File: src/rtl/mac_seq_pkg.sv
// rtl/mac_seq_pkg.sv - shared types and constants for the MAC operation sequencer
package mac_seq_pkg;

   typedef enum logic [3:0] {
      S_IDLE,
      S_HDR0,
      S_HDR1,
      S_HCAP,
      S_CALC,
      S_LAUNCH,
      S_WAIT,
      S_NEXT,
      S_DONE
   } state_e;

   // Header word 0 carries M and K, word 1 carries N
   localparam int M_MSB = 31;
   localparam int M_LSB = 16;
   localparam int K_MSB = 15;
   localparam int K_LSB = 0;
   localparam int N_MSB = 15;
   localparam int N_LSB = 0;

   localparam int HDR0_ADDR = 0;
   localparam int HDR1_ADDR = 1;

   localparam int DEF_NUM_OPS = 3;
   localparam int DEF_ADDR_W  = 16;
   localparam int DEF_DATA_W  = 32;
   localparam int DEF_DIM_W   = 16;

endpackage

File: src/rtl/mac_seq_addr_gen.sv
// rtl/mac_seq_addr_gen.sv - per-op index counter and weight/result base accumulators
module mac_seq_addr_gen
   import mac_seq_pkg::*;
#(
   parameter int NUM_OPS = DEF_NUM_OPS,
   parameter int ADDR_W  = DEF_ADDR_W,
   parameter int DIM_W   = DEF_DIM_W
)(
   input  logic                     clk,
   input  logic                     rst_n,
   input  logic                     load_i,
   input  logic                     advance_i,
   input  logic [DIM_W-1:0]         m_i,
   input  logic [DIM_W-1:0]         k_i,
   input  logic [DIM_W-1:0]         n_i,
   output logic [$clog2(NUM_OPS):0] op_idx_o,
   output logic [ADDR_W-1:0]        weight_base_o,
   output logic [ADDR_W-1:0]        result_base_o,
   output logic                     last_op_o
);

   localparam int IDX_W  = $clog2(NUM_OPS) + 1;
   localparam int PROD_W = 2 * DIM_W;

   logic [PROD_W-1:0] kn_full, mn_full;
   logic [ADDR_W-1:0] kn_q, kn_d, mn_q, mn_d;
   logic [ADDR_W-1:0] wbase_q, wbase_d, rbase_q, rbase_d;
   logic [IDX_W-1:0]  idx_q, idx_d;

   assign kn_full = {{DIM_W{1'b0}}, k_i} * {{DIM_W{1'b0}}, n_i};
   assign mn_full = {{DIM_W{1'b0}}, m_i} * {{DIM_W{1'b0}}, n_i};

   // Strides are multiplied once at load; later ops only add, wrapping at ADDR_W
   always_comb begin
      kn_d    = kn_q;
      mn_d    = mn_q;
      wbase_d = wbase_q;
      rbase_d = rbase_q;
      idx_d   = idx_q;
      if (load_i) begin
         kn_d    = ADDR_W'(kn_full);
         mn_d    = ADDR_W'(mn_full);
         wbase_d = '0;
         rbase_d = '0;
         idx_d   = '0;
      end else if (advance_i) begin
         idx_d   = idx_q + IDX_W'(1);
         wbase_d = wbase_q + kn_q;
         rbase_d = rbase_q + mn_q;
      end
   end

   always_ff @(posedge clk or negedge rst_n) begin
      if (!rst_n) begin
         kn_q    <= '0;
         mn_q    <= '0;
         wbase_q <= '0;
         rbase_q <= '0;
         idx_q   <= '0;
      end else begin
         kn_q    <= kn_d;
         mn_q    <= mn_d;
         wbase_q <= wbase_d;
         rbase_q <= rbase_d;
         idx_q   <= idx_d;
      end
   end

   assign op_idx_o      = idx_q;
   assign weight_base_o = wbase_q;
   assign result_base_o = rbase_q;
   assign last_op_o     = (idx_q == IDX_W'(NUM_OPS - 1));

endmodule

File: src/rtl/mac_op_sequencer.sv
// rtl/mac_op_sequencer.sv - job sequencer launching NUM_OPS MAC ops; MAC_SEQ_TIMEOUT_EN adds a WAIT watchdog
module mac_op_sequencer
   import mac_seq_pkg::*;
#(
   parameter int NUM_OPS        = DEF_NUM_OPS,
   parameter int ADDR_W         = DEF_ADDR_W,
   parameter int DATA_W         = DEF_DATA_W,
   parameter int DIM_W          = DEF_DIM_W,
   parameter int TIMEOUT_CYCLES = 4096
)(
   input  logic                     clk,
   input  logic                     reset_n,
   input  logic                     dut_valid,
   output logic                     dut_ready,
   output logic [ADDR_W-1:0]        dut__tb__sram_input_read_address,
   input  logic [DATA_W-1:0]        tb__dut__sram_input_read_data,
   output logic                     mac_valid,
   input  logic                     mac_ready,
   output logic [$clog2(NUM_OPS):0] mac_op_idx,
   output logic [ADDR_W-1:0]        mac_weight_base_addr,
   output logic [ADDR_W-1:0]        mac_result_base_addr,
   output logic                     busy,
   output logic                     done,
   output logic                     error
);

   state_e           state_q, state_d;
   logic [DIM_W-1:0] m_q, m_d, k_q, k_d, n_q, n_d;
   logic             last_op, ag_load, ag_advance, dims_zero, timeout_hit;

   always_ff @(posedge clk or negedge reset_n) begin
      if (!reset_n) state_q <= S_IDLE;
      else          state_q <= state_d;
   end

   always_comb begin
      state_d = state_q;
      case (state_q)
         S_IDLE:   if (dut_valid) state_d = S_HDR0;
         S_HDR0:   state_d = S_HDR1;
         S_HDR1:   state_d = S_HCAP;
         S_HCAP:   state_d = S_CALC;
         S_CALC:   state_d = dims_zero ? S_DONE : S_LAUNCH;
         S_LAUNCH: state_d = S_WAIT;
         S_WAIT: begin
            if (mac_ready)        state_d = S_NEXT;
            else if (timeout_hit) state_d = S_DONE;
         end
         S_NEXT:   state_d = last_op ? S_DONE : S_LAUNCH;
         S_DONE:   state_d = S_IDLE;
         default:  state_d = S_IDLE;
      endcase
   end

   always_comb begin
      dut_ready  = (state_q == S_IDLE);
      busy       = (state_q != S_IDLE);
      mac_valid  = (state_q == S_LAUNCH);
      done       = (state_q == S_DONE);
      ag_load    = (state_q == S_CALC);
      ag_advance = (state_q == S_NEXT) && !last_op;
      dut__tb__sram_input_read_address = (state_q == S_HDR1) ? ADDR_W'(HDR1_ADDR)
                                                             : ADDR_W'(HDR0_ADDR);
   end

   // Read data lags the address by one cycle, so each word lands one state later
   always_comb begin
      m_d = m_q;
      k_d = k_q;
      n_d = n_q;
      if (state_q == S_HDR1) begin
         m_d = DIM_W'(tb__dut__sram_input_read_data[M_MSB:M_LSB]);
         k_d = DIM_W'(tb__dut__sram_input_read_data[K_MSB:K_LSB]);
      end
      if (state_q == S_HCAP) n_d = DIM_W'(tb__dut__sram_input_read_data[N_MSB:N_LSB]);
   end

   always_ff @(posedge clk or negedge reset_n) begin
      if (!reset_n) begin
         m_q <= '0;
         k_q <= '0;
         n_q <= '0;
      end else begin
         m_q <= m_d;
         k_q <= k_d;
         n_q <= n_d;
      end
   end

   assign dims_zero = (m_q == '0) || (k_q == '0) || (n_q == '0);

`ifdef MAC_SEQ_TIMEOUT_EN
   localparam int TMR_W = $clog2(TIMEOUT_CYCLES + 1);

   logic [TMR_W-1:0] timer_q, timer_d;
   logic             error_q, error_d;

   assign timeout_hit = (timer_q == TMR_W'(TIMEOUT_CYCLES - 1));

   // WAIT is only entered from LAUNCH, so clearing there restarts the count per op
   always_comb begin
      timer_d = timer_q;
      error_d = error_q;
      if (state_q == S_LAUNCH)    timer_d = '0;
      else if (state_q == S_WAIT) timer_d = timer_q + TMR_W'(1);
      if (state_q == S_IDLE && dut_valid)                         error_d = 1'b0;
      else if (state_q == S_WAIT && !mac_ready && timeout_hit)    error_d = 1'b1;
   end

   always_ff @(posedge clk or negedge reset_n) begin
      if (!reset_n) begin
         timer_q <= '0;
         error_q <= 1'b0;
      end else begin
         timer_q <= timer_d;
         error_q <= error_d;
      end
   end

   assign error = error_q;
`else
   assign timeout_hit = 1'b0;
   assign error       = 1'b0;
`endif

   mac_seq_addr_gen #(
      .NUM_OPS (NUM_OPS),
      .ADDR_W  (ADDR_W),
      .DIM_W   (DIM_W)
   ) u_addr_gen (
      .clk           (clk),
      .rst_n         (reset_n),
      .load_i        (ag_load),
      .advance_i     (ag_advance),
      .m_i           (m_q),
      .k_i           (k_q),
      .n_i           (n_q),
      .op_idx_o      (mac_op_idx),
      .weight_base_o (mac_weight_base_addr),
      .result_base_o (mac_result_base_addr),
      .last_op_o     (last_op)
   );

endmodule

File: config.mk
export PLATFORM = sky130hd
export DESIGN_NAME = mac_op_sequencer
export DESIGN_NICKNAME = d
export VERILOG_FILES = /design/src/rtl/mac_seq_pkg.sv /design/src/rtl/mac_seq_addr_gen.sv /design/src/rtl/mac_op_sequencer.sv
export SDC_FILE = /design/constraint.sdc
export NUM_CORES = 1
export LEC_CHECK = 0
export CORE_MARGIN = 3
export CORE_UTILIZATION = 40
export CTS_CLUSTER_SIZE = 30
export DETAILED_ROUTE_END_ITERATION = 6
export MAX_ROUTING_LAYER = met4
export PLACE_DENSITY = 0.65
export SYNTH_ARGS = -nofsm -noshare
export SYNTH_HDL_FRONTEND = slang
export SYNTH_HIERARCHICAL = 1
export SYNTH_SLANG_ARGS = --single-unit
File: constraint.sdc
create_clock -name clk -period 9 [get_ports clk]
set_input_delay 0.9 -clock clk [delete_from_list [all_inputs] [get_ports clk]]
set_output_delay 0.9 -clock clk [all_outputs]
set_load 0.02 [all_outputs]
==> metrics.yaml <==
min_path:
  holdPathStages: 1
  min-delay-start: "u_addr_gen/mn_q[3]"
  hold_class: "flop to flop"
  holdPathEnd: "u_addr_gen/mn_q[3]"
routing:
  top_layer: "met4"
  route.met3.wl_um: 1380
  drc: 0
  antenna_left: 0
  route.met2.wl_um: 15000
  viasPerCell: 5.12
  vias: 10200
  wl_per_cell_um: 16.1
  first_pass_iters: 4
  drt_iter0_drc: 503
  wl_um: 32100
  drt-met1-wl_um: 15300
grt:
  antenna_found_initial: 1
  grt_max_degree: 63
  grt_usage_pct: 18.0
  grt_pass1_vias: 10700
  grt_pass1_wl_um: 54300
  overflow: 0
die:
  core_sq_um: 34800
  chipWidth_um: 195
  dieArea_sq_um: 37900
  die_height_um: 195
  rows: 68
  io_pins: 92
  initial_core_util_pct: 41.0
clock_network:
  cts_sinks: 119
  cts_htree_levels: 4
  cts_buffers: 17
  cts_hold_buffers: 0
  clkTransAtPathRegs_ns: 0.06
  clock_latency_ns: 0.43
  root_buffer: "clkbuf_16"
  post_cts_buffers: 0
  cts_tree: "done"
  cts_resized: 0
  clock_path_buffers: 2
critical_path:
  rrSetupSlack_ns: 3.21
  crit_type: "flop to flop"
  r2r-end: "u_addr_gen/mn_q[13]"
  critPathMaxFanout: 32
  crit_path_start_kind: "flop"
  worstPathRequired_ns: 9.33
  reg2reg_from: "n_q[1]"
  rr_worst_depth: 16
  arrival_ns: 6.12
  cp-end-kind: "flop"
cells_and_area:
  antenna_cells: 0
  layout-drive-gt1-share_pct: 8.63
  final_area_sq_um: 15800
  multi_input_area_sq_um: 10100
  regArea_sq_um: 2980
  syn_to_final_growth_pct: 11.1
  num-fill-cells: 3305
  nets: 1857
place:
  hpwl_um: 24400
  place_congestion: 0.887
  place_ws_ns: 3.25
  place_area_sq_um: 15300
  io_buffers: 75
run:
  drv_cap: 0
sta:
  slew_headroom_pct: 28.3
  timing.final.crit_share_pct: 64.3
  clock.fmax_mhz: 173
  setup_violations: 0
  worst_pin_slew_ns: 1.08
  fin_skew_ns: 0.0105
  grt_setup_unrepaired: "false"
  drv_slew: 0
  hold_viol: 0
  fin_crit_ns: 5.79
  setup-tns-final_ns: 0
  setup_ws_ns: 3.21
synthesis:
  synth_top_family_by_area: "adder cells"
  synth_area_leaders: "fa_1 23%, dfrtp_1 21%, ha_1 11%, inv_1 6.3%, and2_1 5.5%"
  synth_area_per_cell_sq_um: 9.58
  synth_ff_type: "dfrtp_1"
  yosys_register_bits: 119
  synthAdderAreaFrac_pct: 34.2
  async_flop_share_pct: 100
  syn_area_sq_um: 14300
  seq_area_frac_synth_pct: 20.9
  synth_warnings: 6
  synth.distinct_cells: 75
  synthSimpleGateAreaFrac_pct: 15.4
  synth_cells: 1487
  synth_edf_count: 0
  yosys.area.top_type: "fa_1"
  synth_top_area_share_pct: 22.8
  synth_xor_area_share_pct: 6.09
  synthMuxAreaShare_pct: 6.84
  synth.most_common_cell: "inv_1"
  synth_compound_area_share_pct: 7.57
  yosys-top-cells-count: "238 x inv_1, 167 x nand2_1, 162 x fa_1, 130 x ha_1, 126 x and2_1"
status:
  outcome: "complete, no violations"
[sequential cells by signal, indices dropped and copies added (netlist names)]
name,count
u_addr_gen/result_base_o,16
u_addr_gen/mn_q,16
u_addr_gen/weight_base_o,16
u_addr_gen/op_idx_o,3
n_q,16
u_addr_gen/kn_q,16
state_q,4
k_q,16
m_q,16
[worst max-delay path by stage]
stage / cells past startpoint / end / from / slack, ns
finish: 16 / u_addr_gen/mn_q[13] / n_q[1] / 3.21
floorplan: 18 / u_addr_gen/mn_q[13] / n_q[1] / 3.65
global placement: 16 / u_addr_gen/mn_q[13] / n_q[1] / 3.31
global route: 16 / u_addr_gen/mn_q[15] / n_q[1] / 2.89
detailed placement: 16 / u_addr_gen/mn_q[13] / n_q[1] / 3.25
CTS: 16 / u_addr_gen/mn_q[15] / n_q[1] / 3.25
[worst max-delay path, cell delays in order (launching register included)]
cell     delay, ns
dfrtp_1       1.04
nand2_1       0.20
fa_1          0.57
fa_1          0.58
fa_1          0.45
fa_1          0.54
inv_1         0.05
fa_1          0.47
inv_1         0.05
fa_1          0.47
inv_1         0.04
ha_1          0.34
a21o_1        0.21
nand2_1       0.06
o21ai_1       0.08
or3_1         0.32
a31o_1        0.21
[cell type report]
cell class | instances | share of cell area, %
well taps | 455 | 3.60
inverters | 239 | 5.67
clock buffers | 22 | 2.99
multi-input cells | 1071 | 63.5
flip-flops and latches | 119 | 18.8
repair buffers | 81 | 5.01
clock inverters | 10 | 0.458
[logic make-up after synthesis]
logic type                 count (synthesis)
and+or+nand+nor                          430
AOI/OAI and AO/OA                        149
buffers and inverters                    312
adders and majority gates                292
muxes                                     88
other                                      1
xor gates and xnor gates                  96
DFF                                      119
[cells in the final DEF (no fill, tap or decap), drive strengths merged, types with 6 or more instances in the layout]
cell and instances:
mux2 69, fa 162, xnor2 69, a211oi 6, xor2 25, nand4 7, dfrtp 119, nor3 10
nor2 50, inv 240, conb 16, a31oi 7, nor2b 6, clkdlybuf4s50 74, buf 7, a21o 22
nand2b 8, nand2 168, o21ai 30, nand3 13, and2 126, o21bai 8, clkbuf 22, ha 130
clkinvlp 6, a21oi 38, or3 7, mux2i 19, o21a 7, nor4 13
[layer usage]
layer / vias to the layer above / GRT usage [%]
li1: 4814 / -
met1: 5143 / 24.4
met2: 233 / 28.6
met3: 39 / 3.24
met4: 0 / 3.75
met5: - / -
[through the flow]
step	std cells	hold slack, ns	utilization, %
finish	1997	0.511	45.5
detailed placement	1965	0.502	43.9
global route	1997	0.539	45.5
CTS	1997	0.517	45.5
global placement	1965	0.499	43.9
floorplan	1502	0.485	-
Power is not shown: default switching activity piles up to over one toggle a cycle in this logic, so the estimate is an artifact.
